--- src/rtl/control_dac_spi.sv ---
// control_dac_spi
//   Sequences a serial DAC (DAC121S101-class) over a 16-bit SPI-style frame.
//   A sample tick (start) captures {2'b00, pd, dac_data}. The frame is shifted
//   out MSB-first on sdata. sync_n frames the transfer and sclk idles high.
//   After the last bit, sync_n stays high for a fixed gap. done then pulses
//   for one cycle. A start that arrives while busy is dropped and sets the
//   sticky overrun flag.
// Ports
//   clk, reset        : system clock; synchronous active-high reset
//   start             : 1-cycle request; accepted only when idle
//   dac_data[N_ADC-1:0], pd[1:0] : code and power-down bits, captured on accept
//   busy, done        : frame in flight / 1-cycle completion pulse
//   overrun           : sticky, start seen while busy
//   sclk, sync_n, sdata : serial interface to the DAC, all registered
module control_dac_spi #(
  parameter int N_ADC = 12,
  parameter int DIV   = 4,
  parameter int GAP   = 2
) (
  input  logic             clk,
  input  logic             reset,
  input  logic             start,
  input  logic [N_ADC-1:0] dac_data,
  input  logic [1:0]       pd,
  output logic             busy,
  output logic             done,
  output logic             overrun,
  output logic             sclk,
  output logic             sync_n,
  output logic             sdata
);
  localparam int F    = N_ADC + 4;
  localparam int DW   = (DIV > 1) ? $clog2(DIV) : 1;
  localparam int BW   = $clog2(F);
  localparam int GCYC = 2 * GAP * DIV;
  localparam int GW   = (GCYC > 1) ? $clog2(GCYC) : 1;

  typedef enum logic [1:0] {S_IDLE, S_SHIFT, S_GAPW} state_t;

  state_t          r_state;
  logic [F-1:0]    r_shift;
  logic [DW-1:0]   r_div_cnt;
  logic [BW-1:0]   r_bit_cnt;
  logic [GW-1:0]   r_gap_cnt;
  logic            r_busy, r_done, r_overrun, r_sclk, r_sync_n, r_sdata;

  logic [F-1:0]    w_frame;
  logic            w_div_wrap;

  assign w_frame    = {2'b00, pd, dac_data};
  assign w_div_wrap = (r_div_cnt == DW'(DIV - 1));

  always_ff @(posedge clk) begin
    if (reset) begin
      r_state   <= S_IDLE;
      r_shift   <= '0;
      r_div_cnt <= '0;
      r_bit_cnt <= '0;
      r_gap_cnt <= '0;
      r_busy    <= 1'b0;
      r_done    <= 1'b0;
      r_overrun <= 1'b0;
      r_sclk    <= 1'b1;
      r_sync_n  <= 1'b1;
      r_sdata   <= 1'b0;
    end else begin
      r_done <= 1'b0;
      // A start is only dropped when a frame or gap is in progress. On the
      // done cycle the state is already IDLE, so that start is accepted.
      if (start && (r_state != S_IDLE)) r_overrun <= 1'b1;
      case (r_state)
        S_IDLE: begin
          if (start) begin
            r_state   <= S_SHIFT;
            r_busy    <= 1'b1;
            r_shift   <= w_frame;
            r_sdata   <= w_frame[F-1];
            r_sync_n  <= 1'b0;
            r_sclk    <= 1'b1;
            r_div_cnt <= '0;
            r_bit_cnt <= BW'(F - 1);
          end
        end
        S_SHIFT: begin
          if (w_div_wrap) begin
            r_div_cnt <= '0;
            if (r_sclk) begin
              // Falling edge: the DAC samples here, so sdata is held.
              r_sclk <= 1'b0;
            end else begin
              r_sclk <= 1'b1;
              if (r_bit_cnt != '0) begin
                r_bit_cnt <= r_bit_cnt - 1'b1;
                r_shift   <= r_shift << 1;
                r_sdata   <= r_shift[F-2];
              end else begin
                r_sync_n  <= 1'b1;
                r_sdata   <= 1'b0;
                r_state   <= S_GAPW;
                r_gap_cnt <= '0;
              end
            end
          end else begin
            r_div_cnt <= r_div_cnt + 1'b1;
          end
        end
        S_GAPW: begin
          if (r_gap_cnt == GW'(GCYC - 1)) begin
            r_state <= S_IDLE;
            r_busy  <= 1'b0;
            r_done  <= 1'b1;
          end else begin
            r_gap_cnt <= r_gap_cnt + 1'b1;
          end
        end
        default: r_state <= S_IDLE;
      endcase
    end
  end

  assign busy    = r_busy;
  assign done    = r_done;
  assign overrun = r_overrun;
  assign sclk    = r_sclk;
  assign sync_n  = r_sync_n;
  assign sdata   = r_sdata;
endmodule
--- config.mk ---
export PLATFORM = sky130hd
export DESIGN_NAME = control_dac_spi
export DESIGN_NICKNAME = d
export VERILOG_FILES = /design/src/rtl/control_dac_spi.sv
export SDC_FILE = /design/constraint.sdc
export NUM_CORES = 1
export LEC_CHECK = 0
export BUFFER_PORTS_ARGS = -buffer_cell sky130_fd_sc_hd__buf_2
export CORE_MARGIN = 5
export CORE_UTILIZATION = 60
export DETAILED_ROUTE_END_ITERATION = 7
export PLACE_DENSITY = 0.8
export SLEW_MARGIN = 30
export SYNTH_ARGS = -nofsm -noshare
export SYNTH_HDL_FRONTEND = slang
export SYNTH_SLANG_ARGS = --single-unit
--- constraint.sdc ---
create_clock -name clk -period 4.4 [get_ports clk]
set_input_delay 0.44 -clock clk [delete_from_list [all_inputs] [get_ports clk]]
set_output_delay 0.44 -clock clk [all_outputs]
set_load 0.02 [all_outputs]
==> results.sh <==
export IMPL_ioPinCount=23
export IMPL_postSynthCellCount=166
export IMPL_fin_area_mm2=0.00176
export IMPL_synth_area_leaders="dfxtp_1 (41%), a211oi_1 (14%), mux2i_1 (9.3%)"
export IMPL_synthDistinctLibCells=42
export IMPL_nets=201
export IMPL_worstSetupStartpointType="flip-flop"
export IMPL_relSlewSlack_pct=36.1
export IMPL_seq_area_frac_synth_pct=41.0
export IMPL_fmax_mhz=483
export IMPL_numPortBuffers=22
export IMPL_rr_startpoint="r_bit_cnt[0]"
export IMPL_async_reset_ff_share_pct=0
export IMPL_period_needed_ps=2070
export IMPL_vias_per_cell=6.25
export IMPL_ctsHoldBuffers=0
export IMPL_grt_use_total_pct=19.3
export IMPL_drtIter0Drc=80
export IMPL_synth_top_area_cell="dfxtp_1"
export IMPL_hp_class="input port to flip-flop"
export IMPL_clockBufferDepth=2
export IMPL_critPathMaxFanout=18
export IMPL_globalRouteOverflowTotal=0
export IMPL_peakVddDrop_v=0.000354
export IMPL_syn_to_final_growth_pct=8.84
export IMPL_nFillCells=188
export IMPL_syn_nets=186
export IMPL_grt_pass1_wl_um=5470
export IMPL_maxSlewViolCount=0
export IMPL_antenna_found_initial=0
export IMPL_place_area_mm2=0.00170
export IMPL_hold_end="r_shift[0]"
export IMPL_syn_area_mm2=0.00161
export IMPL_root_buffer="clkbuf_4"
export IMPL_die_area_mm2=0.00382
export IMPL_rows=18
export IMPL_drv_cap=0
export IMPL_gp_congestion=0.811
export IMPL_status="complete, no violations"
export IMPL_yosysWarnings=0
export IMPL_drive_gt1_share_pct=17.6
export IMPL_cts_max_level=2
export IMPL_synth_top_cells_by_count="dfxtp_1 (33), a211oi_1 (30), mux2i_1 (15)"
export IMPL_cts_resized=0
export IMPL_worstPathRequired_ps=4630
export IMPL_vias=1326
export IMPL_min_path_cells=3
export IMPL_clk_pin_slew_ps=100
export IMPL_power_mw=0.575
export IMPL_wl_um=3270
export IMPL_antennaDiodeCount=0
export IMPL_cp_end_kind="flip-flop"
export IMPL_post_drt_wl_per_cell_um=15.4
export IMPL_hold_violations=0
export IMPL_instances_no_fill=212
export IMPL_ys_seq_elements=33
export IMPL_start_util_pct=63.9
export IMPL_multiInputGateArea_um2=872
export IMPL_rsz0062_at_grt="no"
export IMPL_cp_arrival_ps=2300
export IMPL_cts_tree="done"
export IMPL_r2r_worst_path_cells=5
export IMPL_fp_dieH_um=61.8
export IMPL_cts_buffers_inserted=5
export IMPL_setup_tns_ps=0
export IMPL_synth_most_common_cell="dfxtp_1"
export IMPL_tightest_slew_ps=959
export IMPL_final_setup_viol_count=0
export IMPL_syn_area_per_cell_um2=9.72
export IMPL_clkSinkCount=33
export IMPL_dp_cells=204
export IMPL_skew_ps=7.45
export IMPL_synthFlopType="dfxtp_1"
export IMPL_grt_start_max_net_pins=40
export IMPL_clock_latency_ps=330
export IMPL_r2r_slack_ps=2330
export IMPL_drcViolationCount=0
export IMPL_first_pass_iters=4
export IMPL_ant_nets=0
export IMPL_worstHoldStart="dac_data[0]"
export IMPL_synth_top_area_share_pct=41.0
export IMPL_register_area_um2=661
export IMPL_critPathKind="flip-flop to flip-flop"
export IMPL_reg2reg_to="sync_n"
export IMPL_grt_pass1_vias=1292
export IMPL_timing_final_crit_share_pct=47.1
export IMPL_die_width_um=61.8
export IMPL_cts_setup_buffers=0
export IMPL_whs_ps=366
export IMPL_core_area_mm2=0.00252
export IMPL_synth_edf_count=0
export IMPL_leakage_nw=0.690
export IMPL_dp_hpwl_um=2090
export IMPL_powerDensity_mw_per_mm2=327
==> metal layers <==
| metal | vias up | GRT usage, % | routed length [um] |
|---|---|---|---|
| met5 | - | 0 | 0 |
| met4 | 0 | 9.39 | 25 |
| met3 | 2 | 7.64 | 174 |
| met1 | 617 | 24.1 | 1570 |
| met2 | 38 | 29.1 | 1490 |
| li1 | 669 | - | - |
==> area by class of cell <==
cell class / instances / area share [%]
Sequential cell: 33 / 37.6
Inverter: 7 / 1.50
Multi-Input combinational cell: 112 / 49.7
Tap cell: 30 / 2.14
Clock buffer: 8 / 2.78
Timing Repair Buffer: 22 / 6.27
==> flip-flops by register name (all words and copies together) (netlist names), 2 cells and up <==
name       count
r_state        2
r_shift       15
r_bit_cnt      4
r_gap_cnt      4
r_div_cnt      2
==> per-stage QoR <==
step                      util (%)  setup slack (ps)
final                         69.6              2330
after global routing          69.6              2220
after CTS                     69.3              2340
after detailed placement      67.4              2350
after global placement        67.2              2370
after floorplan                  -              2630
==> worst max path at each step <==
stage,start,end,slack [ps],depth (start not counted)
after global placement,r_state[0],r_shift[0],2370,3
after CTS,r_bit_cnt[0],sync_n,2340,5
after detailed placement,r_bit_cnt[0],sync_n,2350,5
after floorplan,r_bit_cnt[0],sync_n,2630,6
final,r_bit_cnt[0],sync_n,2330,5
after global routing,r_bit_cnt[0],sync_n,2220,5
==> power by group <==
part           internal, mW  leakage [nW]  total [mW]  switching (mW)
registers             0.316         0.271       0.329          0.0134
logic                0.0373         0.392      0.0865          0.0492
clock network        0.0636        0.0265       0.159          0.0950
total                 0.417         0.690       0.575           0.158
==> logic make-up after synthesis <==
| logic type | Yosys count | share of synthesized area (%) |
|---|---|---|
| adders and majority gates | 3 | 2.33 |
| and+or+nand+nor | 35 | 14.9 |
| muxes | 15 | 9.31 |
| buffers and inverters | 21 | 5.74 |
| xor gates and xnor gates | 1 | 0.543 |
| DFF | 33 | 41.0 |
| AOI/OAI and AO/OA | 58 | 26.2 |
==> layout by cell type, fill, tap and decap left out, drive strengths merged, types with 2 or more instances in the layout <==
cell type | Yosys | layout
dfxtp | 33 | 33
a211oi | 30 | 30
buf | 6 | 22
mux2i | 15 | 15
nand2b | 8 | 8
a21oi | 8 | 8
clkbuf | 8 | 8
inv | 7 | 7
o21ai | 4 | 4
nand3b | 3 | 3
nor3 | 3 | 3
nor2 | 3 | 3
ha | 3 | 3
nand3 | 2 | 2
nor2b | 2 | 2
a211o | 2 | 2
nand2 | 2 | 2
a21o | 2 | 2
a221o | 2 | 2
nor3b | 2 | 2
==> critical path: stages (launching register included) <==
cell and delay (ps):
dfxtp_1 320, inv_1 100, ha_1 200, or3b_1 630
a221o_1 440, a221o_1 280
No activity file was read; power rests on OpenSTA's default activity.
